### src/rtl/onehot_pulse_decoder_if.sv
// Index handshake between an upstream channel-index source and the pulse decoder.
interface onehot_pulse_decoder_if #(
    parameter int N_IN = 4
);
    logic            in_valid;
    logic [N_IN-1:0] in_code;
    logic            in_ready;

    modport master (
        output in_valid,
        output in_code,
        input  in_ready
    );

    modport slave (
        input  in_valid,
        input  in_code,
        output in_ready
    );
endinterface

### src/rtl/onehot_pulse_decoder.sv
// Sequential 4-to-16 one-hot decoder: strobes line y[code] for PULSE_LEN cycles,
// then holds y idle for GAP_LEN cycles before accepting the next index.
module onehot_pulse_decoder #(
    parameter int N_IN      = 4,
    parameter int PULSE_LEN = 4,
    parameter int GAP_LEN   = 1
) (
    input  logic                 clk,
    input  logic                 rst,
    input  logic                 en,
    onehot_pulse_decoder_if.slave in_if,
    output logic [2**N_IN-1:0]   y,
    output logic                 busy,
    output logic                 done
);
    localparam int OUT_W = 2**N_IN;
    localparam int MAX_LEN = (PULSE_LEN > GAP_LEN) ? PULSE_LEN : GAP_LEN;
    localparam int CNT_W = $clog2(MAX_LEN + 1);
    localparam logic [CNT_W-1:0] PULSE_LOAD = CNT_W'(PULSE_LEN - 1);
    localparam logic [CNT_W-1:0] GAP_LOAD   = (GAP_LEN > 0) ? CNT_W'(GAP_LEN - 1) : '0;

    typedef enum logic [1:0] {
        IDLE  = 2'd0,
        DRIVE = 2'd1,
        GAP   = 2'd2
    } state_t;

    state_t           state_q, state_d;
    logic [CNT_W-1:0] cnt_q, cnt_d;
    logic [N_IN-1:0]  code_q, code_d;
    logic [OUT_W-1:0] y_q, y_d;
    logic             busy_q, busy_d;
    logic             done_q, done_d;
    logic             xfer;

    // Gated by rst so upstream never sees a ready while the block is held in reset.
    assign in_if.in_ready = (state_q == IDLE) && en && !rst;
    assign xfer           = in_if.in_valid && in_if.in_ready;

    always_comb begin
        state_d = state_q;
        cnt_d   = cnt_q;
        code_d  = code_q;
        y_d     = y_q;
        busy_d  = busy_q;
        done_d  = 1'b0;
        if (!en) begin
            // Abort takes priority over a pulse ending this cycle, so done stays low.
            state_d = IDLE;
            cnt_d   = '0;
            y_d     = '0;
            busy_d  = 1'b0;
        end else begin
            case (state_q)
                IDLE: begin
                    if (xfer) begin
                        state_d = DRIVE;
                        code_d  = in_if.in_code;
                        y_d     = OUT_W'(1) << in_if.in_code;
                        busy_d  = 1'b1;
                        cnt_d   = PULSE_LOAD;
                    end
                end
                DRIVE: begin
                    if (cnt_q == '0) begin
                        y_d    = '0;
                        done_d = 1'b1;
                        cnt_d  = GAP_LOAD;
                        if (GAP_LEN > 0) begin
                            state_d = GAP;
                        end else begin
                            state_d = IDLE;
                            busy_d  = 1'b0;
                        end
                    end else begin
                        y_d   = OUT_W'(1) << code_q;
                        cnt_d = cnt_q - CNT_W'(1);
                    end
                end
                GAP: begin
                    y_d = '0;
                    if (cnt_q == '0) begin
                        state_d = IDLE;
                        busy_d  = 1'b0;
                    end else begin
                        cnt_d = cnt_q - CNT_W'(1);
                    end
                end
                default: begin
                    state_d = IDLE;
                    cnt_d   = '0;
                    y_d     = '0;
                    busy_d  = 1'b0;
                end
            endcase
        end
    end

    always_ff @(posedge clk) begin
        if (rst) begin
            state_q <= IDLE;
            cnt_q   <= '0;
            code_q  <= '0;
            y_q     <= '0;
            busy_q  <= 1'b0;
            done_q  <= 1'b0;
        end else begin
            state_q <= state_d;
            cnt_q   <= cnt_d;
            code_q  <= code_d;
            y_q     <= y_d;
            busy_q  <= busy_d;
            done_q  <= done_d;
        end
    end

    assign y    = y_q;
    assign busy = busy_q;
    assign done = done_q;
endmodule
### src/flat_wrapper.sv
// flat-port wrapper written by rule: the top's interface ports become plain ports
module onehot_pulse_decoder_flat 
#(
    parameter int N_IN      = 4,
    parameter int PULSE_LEN = 4,
    parameter int GAP_LEN   = 1
)
  (clk, rst, en, y, busy, done, in_if_in_valid, in_if_in_code, in_if_in_ready);
  onehot_pulse_decoder_if #(.N_IN(N_IN)) in_if_i ();
  input  logic clk;
  input  logic rst;
  input  logic en;
  output logic [2**N_IN-1:0] y;
  output logic busy;
  output logic done;
  input wire logic [$bits(in_if_i.in_valid)-1:0] in_if_in_valid;
  input wire logic [$bits(in_if_i.in_code)-1:0] in_if_in_code;
  output wire logic [$bits(in_if_i.in_ready)-1:0] in_if_in_ready;
  assign in_if_i.in_valid = in_if_in_valid;
  assign in_if_i.in_code = in_if_in_code;
  assign in_if_in_ready = in_if_i.in_ready;
  onehot_pulse_decoder #(.N_IN(N_IN), .PULSE_LEN(PULSE_LEN), .GAP_LEN(GAP_LEN)) u_core (.clk(clk), .rst(rst), .en(en), .in_if(in_if_i), .y(y), .busy(busy), .done(done));
endmodule
### config.mk
export PLATFORM = sky130hd
export DESIGN_NAME = onehot_pulse_decoder_flat
export DESIGN_NICKNAME = d
export VERILOG_FILES = /design/src/rtl/onehot_pulse_decoder_if.sv /design/src/rtl/onehot_pulse_decoder.sv /design/src/flat_wrapper.sv
export SDC_FILE = /design/constraint.sdc
export NUM_CORES = 1
export LEC_CHECK = 0
export CORE_ASPECT_RATIO = 1.5
export CORE_UTILIZATION = 54
export CTS_CLUSTER_SIZE = 40
export DETAILED_ROUTE_END_ITERATION = 6
export GPL_TIMING_DRIVEN = 0
export HOLD_SLACK_MARGIN = 0.08
export PLACE_DENSITY = 0.83
export SYNTH_ARGS = -nofsm -noshare
export SYNTH_HDL_FRONTEND = slang
export SYNTH_SLANG_ARGS = --single-unit
### constraint.sdc
create_clock -name clk -period 3.35 [get_ports clk]
set_clock_uncertainty 0.1 [all_clocks]
set_input_delay 0.5025 -clock clk [delete_from_list [all_inputs] [get_ports clk]]
set_output_delay 0.5025 -clock clk [all_outputs]
set_load 0.01 [all_outputs]
Yosys cells after proc, flatten, opt, wreduce, memory -nomap -nowiden

Cells that the tools add are included.

Add/sub/neg operators: 1
Eq/ne operators: 6
Shift-type cells: 2
Mux-type cells: 15
Bitwise gates (word level): 2
Reductions and logical operators: 12

Operators with widths:

| cell                 | number |
|---|---|
| $mux 16              | 2 |
| $pmux 16 s2          | 1 |
| $shl 1x4->16 const A | 2 |
| $mux 3               | 3 |
| $pmux 3 s3           | 1 |
| $reduce_and 3->1     | 3 |
| $mux 2               | 3 |
| $ne 2x1->1 const B   | 3 |
| $pmux 2 s3           | 1 |
| $logic_and 1x1->1    | 3 |
| $logic_not 3->1      | 1 |
| $mux 1               | 3 |
| $pmux 1 s3           | 1 |
| $reduce_or 3->1      | 1 |
| $sub 3x1->3 const B  | 1 |
| $eq 2x1->1 const B   | 1 |
| $eq 2x2->1 const B   | 1 |
| $logic_not 2->1      | 1 |
| $ne 2x2->1 const B   | 1 |
| $not 1->1            | 2 |
| $reduce_and 2->1     | 1 |
| $reduce_or 2->1      | 1 |
| $logic_not 1->1      | 1 |

Register bits after elaboration: 27
Input port bits: 8
Output and inout bits: 19
Logic and storage cells: 44

Longest topological paths before layout

Gate-level depths: netlist of run 1.

Word-level depth: 6
Mapped depth: 7
Gate-level depth less buffers: 6

Worst setup path after synthesis of run 1

No wires, ideal clock.

Kind: reg2reg
Start: register u_core.cnt_q[0]
End: register u_core.cnt_q[0]
Library setup time: 117 ps
Arrival: 1412 ps
Required time: 3133 ps
Setup slack: 1721 ps
Stages on the path, launching flop included: 7
Buffers on the path: 1
Clock period less this slack: 1629 ps
Cell sequence: dfxtp_1 > inv_1 > ha_1 > nor2b_1 > nor2_1 > buf_4 > a32o_1

Longest elaborated chain between the ends: 3
Elaborated cells on any way between the ends: 7
Those cells by class: add/sub: 1; eq/ne: 1; mux: 3; reduce/logical: 2

RTL lines:

| element                                               | line                        | source |
|---|---|---|
| from (decl)                                           | onehot_pulse_decoder.sv:29  | `logic [CNT_W-1:0] cnt_q, cnt_d;` |
| from (signal assigned)                                | onehot_pulse_decoder.sv:109 | `cnt_q <= cnt_d;` |
| $sub 3x1->3 / $logic_not 3->1 (equally long branches) | -                           |  |
| $mux 3 (tied with other cells)                        | onehot_pulse_decoder.sv:82  | `if (cnt_q == '0) begin` |
| $pmux 3 s3 / $reduce_and 2->1 (equally long branches) | -                           |  |

Parallel ways exist; a longest one is shown, timed or not. The select of a mux whose other input is x is not followed.
A chain may end at the register's enable or synchronous reset.

Worst setup path in the final report of run 1

Start: input port rst
End: output port in_if_in_ready

Longest elaborated chain between the ends: 2

RTL lines:

| element           | line                       | source |
|---|---|---|
| from (decl)       | flat_wrapper.sv:11         | `input logic rst;` |
| $logic_not 1->1   | onehot_pulse_decoder.sv:37 | `assign in_if.in_ready = (state_q == IDLE) && en && !rst;` |
| $logic_and 1x1->1 | onehot_pulse_decoder.sv:37 |  |
| to (decl)         | flat_wrapper.sv:18         | `output wire logic [$bits(in_if_i.in_ready)-1:0] in_if_in_ready;` |

No other way between the ends.

==> tab_implementation.tex, run 1 <==
\begin{tabular}{lr}
\hline
Metric & Value \\
\hline
\multicolumn{2}{l}{\textbf{Logic synthesis}} \\
Mapped Avg Cell Area & 8.75 µm² \\
Share of the yosys chip area belonging to registers & 39.3\% \\
Count of distinct cell types in the synthesized netlist & 36 \\
\#FFs+latches synth & 27 \\
Synthesis warning total & 0 \\
Number of enable flip-flop cells after synthesis & 0 \\
Synthesized netlist net count & $\sim$170 \\
Area contributors post-synth & dfxtp\_1 (39\%), nor2b\_1 (5.9\%), a32oi\_1 (5.7\%) \\
Leading register cell type out of synthesis & dfxtp\_1 \\
Ys async rst share & 0\% \\
Area fraction of the dominant cell type after synthesis & between 30\% and 40\% \\
Cells after Synth & 157 \\
Mapped Area & 1370 µm² \\
Cell accounting for the most synthesized area & dfxtp\_1 \\
\multicolumn{2}{l}{\textbf{Cells and area}} \\
Commonest non-fill, non-tap cell in the layout & dfxtp\_1 \\
Layout Cell Area excl Fill & 1690 µm² \\
Total Nets Final & roughly 200 \\
Total area of multi-input combinational cells & $\sim$740 µm² \\
Area grow syn2layout & 23.0\% \\
Storage cell area & between 500 and 600 µm² \\
Commonest non-fill, non-tap cells in the layout & dfxtp\_1 (27), clkdlybuf4s50\_1 (26), nand2\_1 (16) \\
Count of filler cells inserted in the layout & just over 200 \\
Ratio of cells with drive above 1 in the final layout & 9.63\% \\
Number of inserted diodes & 0 \\
\multicolumn{2}{l}{\textbf{Placement}} \\
Placement Cell Area & $\sim$1700 µm² \\
Routability congestion estimate & 0.807 \\
Post-DP HPWL & 2460 µm \\
Number of buffers added on ports & 26 \\
\multicolumn{2}{l}{\textbf{Critical path}} \\
WS Path Type & in2out \\
Critical Path Most Common Cell & clkdlybuf4s50\_1 \\
Critical path, cell by cell & clkdlybuf4s50\_1 > nand2b\_4 > buf\_6 > nor3\_1 > clkdlybuf4s50\_1 \\
Startpoint Class & primary input \\
Max incr delay on CP & 0.56 ns \\
Type of element capturing the critical path & primary output \\
Worst reg2reg path depth & 7 \\
Crit path DAT & 2.02 ns \\
Crit-path max FO & 8 \\
Top delay family on crit path & buffers and inverters \\
Highest-delay cell along the critical path & clkdlybuf4s50\_1 \\
Buffer and inverter count on the worst path & 3 \\
Required time of the worst setup path & 2.75 ns \\
Number of gates on the worst path with buffers counted & 5 \\
\multicolumn{2}{l}{\textbf{Floorplan}} \\
Width of the die & 43.2 µm \\
Area enclosed by the die boundary & 2750 µm² \\
Y dimension of the die & 63.8 µm \\
Core box area & around 2400 µm² \\
Standard-cell row count & 22 \\
Top-Level Pins & 27 \\
Initial core utilization & 56.7\% \\
\multicolumn{2}{l}{\textbf{Global route}} \\
Number of global-route vias before repair & 1283 \\
Number of antenna violations at the first check in global routing & 0 \\
Total gr overflow & 0 \\
Total GRT Usage & 24.7\% \\
Largest net degree at the start of global routing & 15 \\
Global-route wire length before repair & 5420 µm \\
\multicolumn{2}{l}{\textbf{Timing}} \\
Count of final max-slew check failures & 0 \\
RSZ-0062 raised after global routing & false \\
Final setup violation count & 0 \\
Fin crit share & 78.2\% \\
Slew at the pin closest to its max-slew limit & 0.644 ns \\
Crit path time final & 2.62 ns \\
Maximum achievable frequency & 382 MHz \\
Total negative slack for setup checks & 0 ns \\
Final Hold Viols & 0 \\
Worst slew margin & 56.7\% \\
\multicolumn{2}{l}{\textbf{CTS}} \\
H-tree lvl count & 1 \\
TritonCTS clock tree & done \\
Clock input transition at the sequential cells of the worst setup and hold paths & between 0.1 and 0.15 ns \\
CTS Hold Bufs & 0 \\
Count of buffers added by post-CTS timing repair for setup & 0 \\
Count of instances resized after the clock tree is built & 0 \\
Count of clock tree sinks & 27 \\
Cell at the root of the clock tree & clkbuf\_4 \\
Num CTS Buffers & 3 \\
Worst-skew pair later-pin latency & 0.32 ns \\
Clk buf depth & 2 \\
\multicolumn{2}{l}{\textbf{Routing}} \\
Routed vias/inst & 6.05 \\
DRC & 0 \\
Number of vias after detailed routing & 1276 \\
Total Wirelength & 3040 µm \\
Average wire length per cell after detail routing & 14.4 µm \\
Number of iterations in the first detailed-routing pass & 4 \\
Number of DRC violations after detailed-routing iteration 0 & 39 \\
Detail Route Antenna Nets & 0 \\
\multicolumn{2}{l}{\textbf{Power and ir drop}} \\
Portion of total power attributed to the clock network & about a quarter \\
PwrDens & roughly 330 nW/µm² \\
Net switching power of the design & 148 µW \\
Maximum VDD drop & 0.321 mV \\
Flop pwr share & 58.9\% \\
Switching Fraction & 26.3\% \\
Comb pwr share & 16.6\% \\
Leak & 0.000616 µW \\
Internal power consumption & 415 µW \\
\multicolumn{2}{l}{\textbf{Hold path}} \\
Worst min-delay path category & reg2reg \\
Instance count along the most critical hold path & 2 \\
\multicolumn{2}{l}{\textbf{Status}} \\
Result of the run & finished clean \\
\multicolumn{2}{l}{\textbf{Job}} \\
Max-capacitance violation count & 0 \\
\hline
\end{tabular}
power by group through the flow:
stage / clock network (µW) / logic (µW) / registers [µW]
2_1_floorplan: 0 / 58.8 / 339
4_1_cts: 141 / 93.3 / 332
5_1_grt: 158 / 103 / 333
3_3_place_gp: 0 / 89.8 / 338
3_5_place_dp: 0 / 92.9 / 339
6_report: 137 / 93.6 / 332
metrics by stage:
| stage | power (µW) | worst slack, ns | hold slack (ns) | cells | util [%] |
|---|---|---|---|---|---|
| finish | 563 | 0.730 | 0.356 | 211 | 69.8 |
| CTS | 566 | 0.714 | 0.362 | 211 | 69.8 |
| floorplan | 398 | 1.72 | 0.366 | 157 | - |
| global route | 594 | 0.643 | 0.381 | 211 | 69.8 |
| detailed placement | 432 | 0.727 | 0.344 | 207 | 68.7 |
| global placement | 428 | 0.755 | 0.334 | 207 | 68.7 |
flip-flops by register name, summed over array words and instances, names as in the netlist:
name / cells
u_core.y: 16
u_core.code_q: 4
u_core.cnt_q: 3
u_core.state_q: 2
u_core.busy: 1
u_core.done: 1
tightest hold or removal path: cells and delay by family (launching register included):
family          cells  cell delay [ns]
compound gates      1             0.05
flops               1             0.33
simple gates        1             0.05
cells by family after synthesis:
| group | share of synthesized area (%) |
|---|---|
| AO/OA/AOI/OAI | 22.5 |
| multiplexers | 3.73 |
| adder cells (fa/ha/maj) | 1.82 |
| flip-flops | 39.3 |
| buffers and inverters | 6.56 |
| AND/OR/NAND/NOR | 26.0 |
layout make-up:
cell class,count,share of cell area (%)
plain buffers,8,3.77
clock buffers,4,1.55
inverters,7,1.55
multi-input cells,115,44.0
flip-flops and latches,27,32.0
well taps,24,1.78
repair buffers,26,15.4
routing by layer:
layer | vias to the layer above | wire length [µm] | GRT usage (%)
met5 | - | 0 | 0
met4 | 0 | 63 | 9.85
met3 | 8 | 105 | 3.11
met2 | 35 | 1700 | 46.5
met1 | 599 | 1170 | 26.5
li1 | 634 | - | -
cells in the mapped netlist, types with 2 or more instances:
cell type,count
a22oi_1,2
buf_4,2
nand3_1,4
a22o_1,4
a31oi_1,3
nor3_1,3
a221oi_1,2
nand2_1,16
a32oi_1,9
o22ai_1,4
buf_6,3
nor2b_1,13
o21ai_1,9
nor4b_2,2
ha_1,2
nand2b_1,3
nor2_1,14
inv_1,7
dfxtp_1,27
mux2i_1,4
o21ai_0,7
buf_2,3
worst paths after layout:
kind | start | end | slack (ns)
worst max-delay path | rst | in_if_in_ready | 0.73
worst min-delay path | u_core.y[11] | u_core.y[11] | 0.36
worst max register to register | u_core.cnt_q[0] | u_core.y[8] | 1.38
worst min register to register | u_core.y[11] | u_core.y[11] | 0.36
No activity file was read; power rests on OpenSTA's default activity.
==> run 2: changes to the inputs <==
--- a/config.mk
+++ b/config.mk
@@ -6,12 +6,12 @@
 export NUM_CORES = 1
 export LEC_CHECK = 0
 export CORE_ASPECT_RATIO = 1.5
-export CORE_UTILIZATION = 54
+export CORE_UTILIZATION = 45
 export CTS_CLUSTER_SIZE = 40
 export DETAILED_ROUTE_END_ITERATION = 6
 export GPL_TIMING_DRIVEN = 0
 export HOLD_SLACK_MARGIN = 0.08
-export PLACE_DENSITY = 0.83
+export PLACE_DENSITY = 0.74
 export SYNTH_ARGS = -nofsm -noshare
 export SYNTH_HDL_FRONTEND = slang
 export SYNTH_SLANG_ARGS = --single-unit
==> constraint.sdc (replaced) <==
create_clock -name clk -period 2.3 [get_ports clk]
set_clock_uncertainty 0.1 [all_clocks]
set_input_delay 0.345 -clock clk [delete_from_list [all_inputs] [get_ports clk]]
set_output_delay 0.345 -clock clk [all_outputs]
set_load 0.01 [all_outputs]
==> tab_implementation.tex, run 2 (synthesis results as in run 1) <==
\begin{tabular}{lr}
\hline
Metric & Value \\
\hline
\multicolumn{2}{l}{\textbf{Cells and area}} \\
Commonest non-fill, non-tap cell in the layout & dfxtp\_1 \\
Flip-flop count of the largest register, all copies and words added & 16 \\
Core Util, Final & 59.5\% \\
Commonest non-fill, non-tap cells in the layout & dfxtp\_1 (27), clkdlybuf4s50\_1 (25), nand2\_1 (16) \\
Total Nets Final & 198 \\
Layout Cell Area excl Fill & roughly 1700 µm² \\
Number of inserted diodes & 0 \\
Count of filler cells inserted in the layout & 287 \\
Ratio of cells with drive above 1 in the final layout & about 10\% \\
Post-route insts no fill & around 230 \\
Area grow syn2layout & 26.0\% \\
\multicolumn{2}{l}{\textbf{Timing}} \\
Final Hold Viols & 0 \\
Maximum achievable frequency & 513 MHz \\
Worst slew margin & 60.9\% \\
Slew at the pin closest to its max-slew limit & around 0.58 ns \\
Fin crit share & between 80 and 90\% \\
Crit path time final & 1.95 ns \\
Total negative slack for setup checks & 0 ns \\
Final setup violation count & 0 \\
RSZ-0062 raised after global routing & false \\
Count of final max-slew check failures & 0 \\
\multicolumn{2}{l}{\textbf{CTS}} \\
Worst-skew pair later-pin latency & 0.27 ns \\
H-tree lvl count & 1 \\
Num CTS Buffers & 3 \\
Clk buf depth & 2 \\
TritonCTS clock tree & done \\
CTS Hold Bufs & 0 \\
Clock input transition at the sequential cells of the worst setup and hold paths & 0.09 ns \\
Cell at the root of the clock tree & clkbuf\_8 \\
Count of clock tree sinks & 27 \\
\multicolumn{2}{l}{\textbf{Critical path}} \\
Type of element capturing the critical path & flop \\
Max incr delay on CP & roughly 0.41 ns \\
Crit-path max FO & 10 \\
Startpoint Class & flop \\
Crit path DAT & 2.01 ns \\
WS Path Type & reg2reg \\
Buffer and inverter count on the worst path & 2 \\
Critical path, cell by cell & inv\_1 > ha\_1 > nor2b\_1 > nor2\_1 > buf\_4 > a32oi\_1 > o21ai\_1 \\
Highest-delay cell along the critical path & nor2b\_1 \\
Top delay family on crit path & simple AND/OR/NAND/NOR gates \\
Required time of the worst setup path & roughly 2.4 ns \\
\multicolumn{2}{l}{\textbf{Routing}} \\
Routed vias/inst & 5.56 \\
Number of iterations in the first detailed-routing pass & 4 \\
Average wire length per cell after detail routing & about 13 µm \\
Number of DRC violations after detailed-routing iteration 0 & 46 \\
Detail Route Antenna Nets & 0 \\
Number of vias after detailed routing & 1257 \\
Total Wirelength & about 3000 µm \\
DRC & 0 \\
\multicolumn{2}{l}{\textbf{Power and ir drop}} \\
Leak & 0.000641 µW \\
Maximum VDD drop & about 0.33 mV \\
PwrDens & between 500 and 600 nW/µm² \\
\multicolumn{2}{l}{\textbf{Hold path}} \\
Worst min-delay path category & reg2reg \\
\multicolumn{2}{l}{\textbf{Placement}} \\
Post-DP HPWL & 2420 µm \\
Number of buffers added on ports & 26 \\
Placement Cell Area & 1680 µm² \\
Placed instance count & 222 \\
Routability congestion estimate & 0.868 \\
\multicolumn{2}{l}{\textbf{Status}} \\
Result of the run & finished clean \\
\multicolumn{2}{l}{\textbf{Floorplan}} \\
Width of the die & 47.1 µm \\
Core box area & 2910 µm² \\
Area enclosed by the die boundary & 3280 µm² \\
Y dimension of the die & about 70 µm \\
Standard-cell row count & 24 \\
Top-Level Pins & 27 \\
Initial core utilization & 47.2\% \\
\multicolumn{2}{l}{\textbf{Global route}} \\
Number of global-route vias before repair & about 1200 \\
Largest net degree at the start of global routing & 16 \\
Total gr overflow & 0 \\
Number of antenna violations at the first check in global routing & 0 \\
Global-route wire length before repair & 5110 µm \\
Total GRT Usage & 20.7\% \\
\multicolumn{2}{l}{\textbf{Job}} \\
Max-capacitance violation count & 0 \\
\hline
\end{tabular}
-- run 2: layer usage --
metal	routed length [µm]	vias to the layer above	GRT usage [%]
li1	-	633	-
met1	1190	580	23.6
met2	1680	40	37.7
met3	118	4	2.60
met4	26	0	5.40
met5	0	-	0
-- run 2: what timing repair did --
item	in CTS	in global routing
setup buffers	0	0
setup endpoints to repair	0	1
resized for setup	0	1
-- run 2: stage by stage --
stage	hold WS, ns	total power, µW	setup slack (ns)
3_5_place_dp	0.340	628	0.0277
2_1_floorplan	0.317	579	0.671
4_1_cts	0.353	887	0.000461
5_1_grt	0.362	929	0.158
3_3_place_gp	0.336	624	0.0128
6_report	0.348	880	0.349
-- run 2: power by group --
part / internal, µW / total (µW) / switching (µW)
clock: 121 / 262 / 141
combinational: 59.5 / 136 / 76.3
sequential: 476 / 482 / 6.07
-- run 2: cell type report --
type | instances | area (µm²) | area share [%]
multi-input combinational | 115 | 743 | 42.9
sequential | 27 | 541 | 31.2
timing repair buffer | 26 | 263 | 15.2
buffer | 8 | 63.8 | 3.68
tap | 39 | 48.8 | 2.82
clock buffer | 3 | 41.3 | 2.38
inverter | 7 | 26.3 | 1.52
clock inverter | 1 | 5.00 | 0.289
-- run 2: final timing paths --
path / start / to / depth (start not counted) / slack, ns
min reg2reg: u_core.y[3] / u_core.y[3] / 2 / 0.35
max: u_core.cnt_q[0] / u_core.y[6] / 7 / 0.35
max reg2reg: u_core.cnt_q[0] / u_core.y[6] / 7 / 0.35
min: u_core.y[3] / u_core.y[3] / 2 / 0.35
-- run 2: tightest hold or removal path: stages, from the launching register on --
cell     delay (ns)
dfxtp_1        0.32
nand2_1        0.05
o21ai_1        0.05
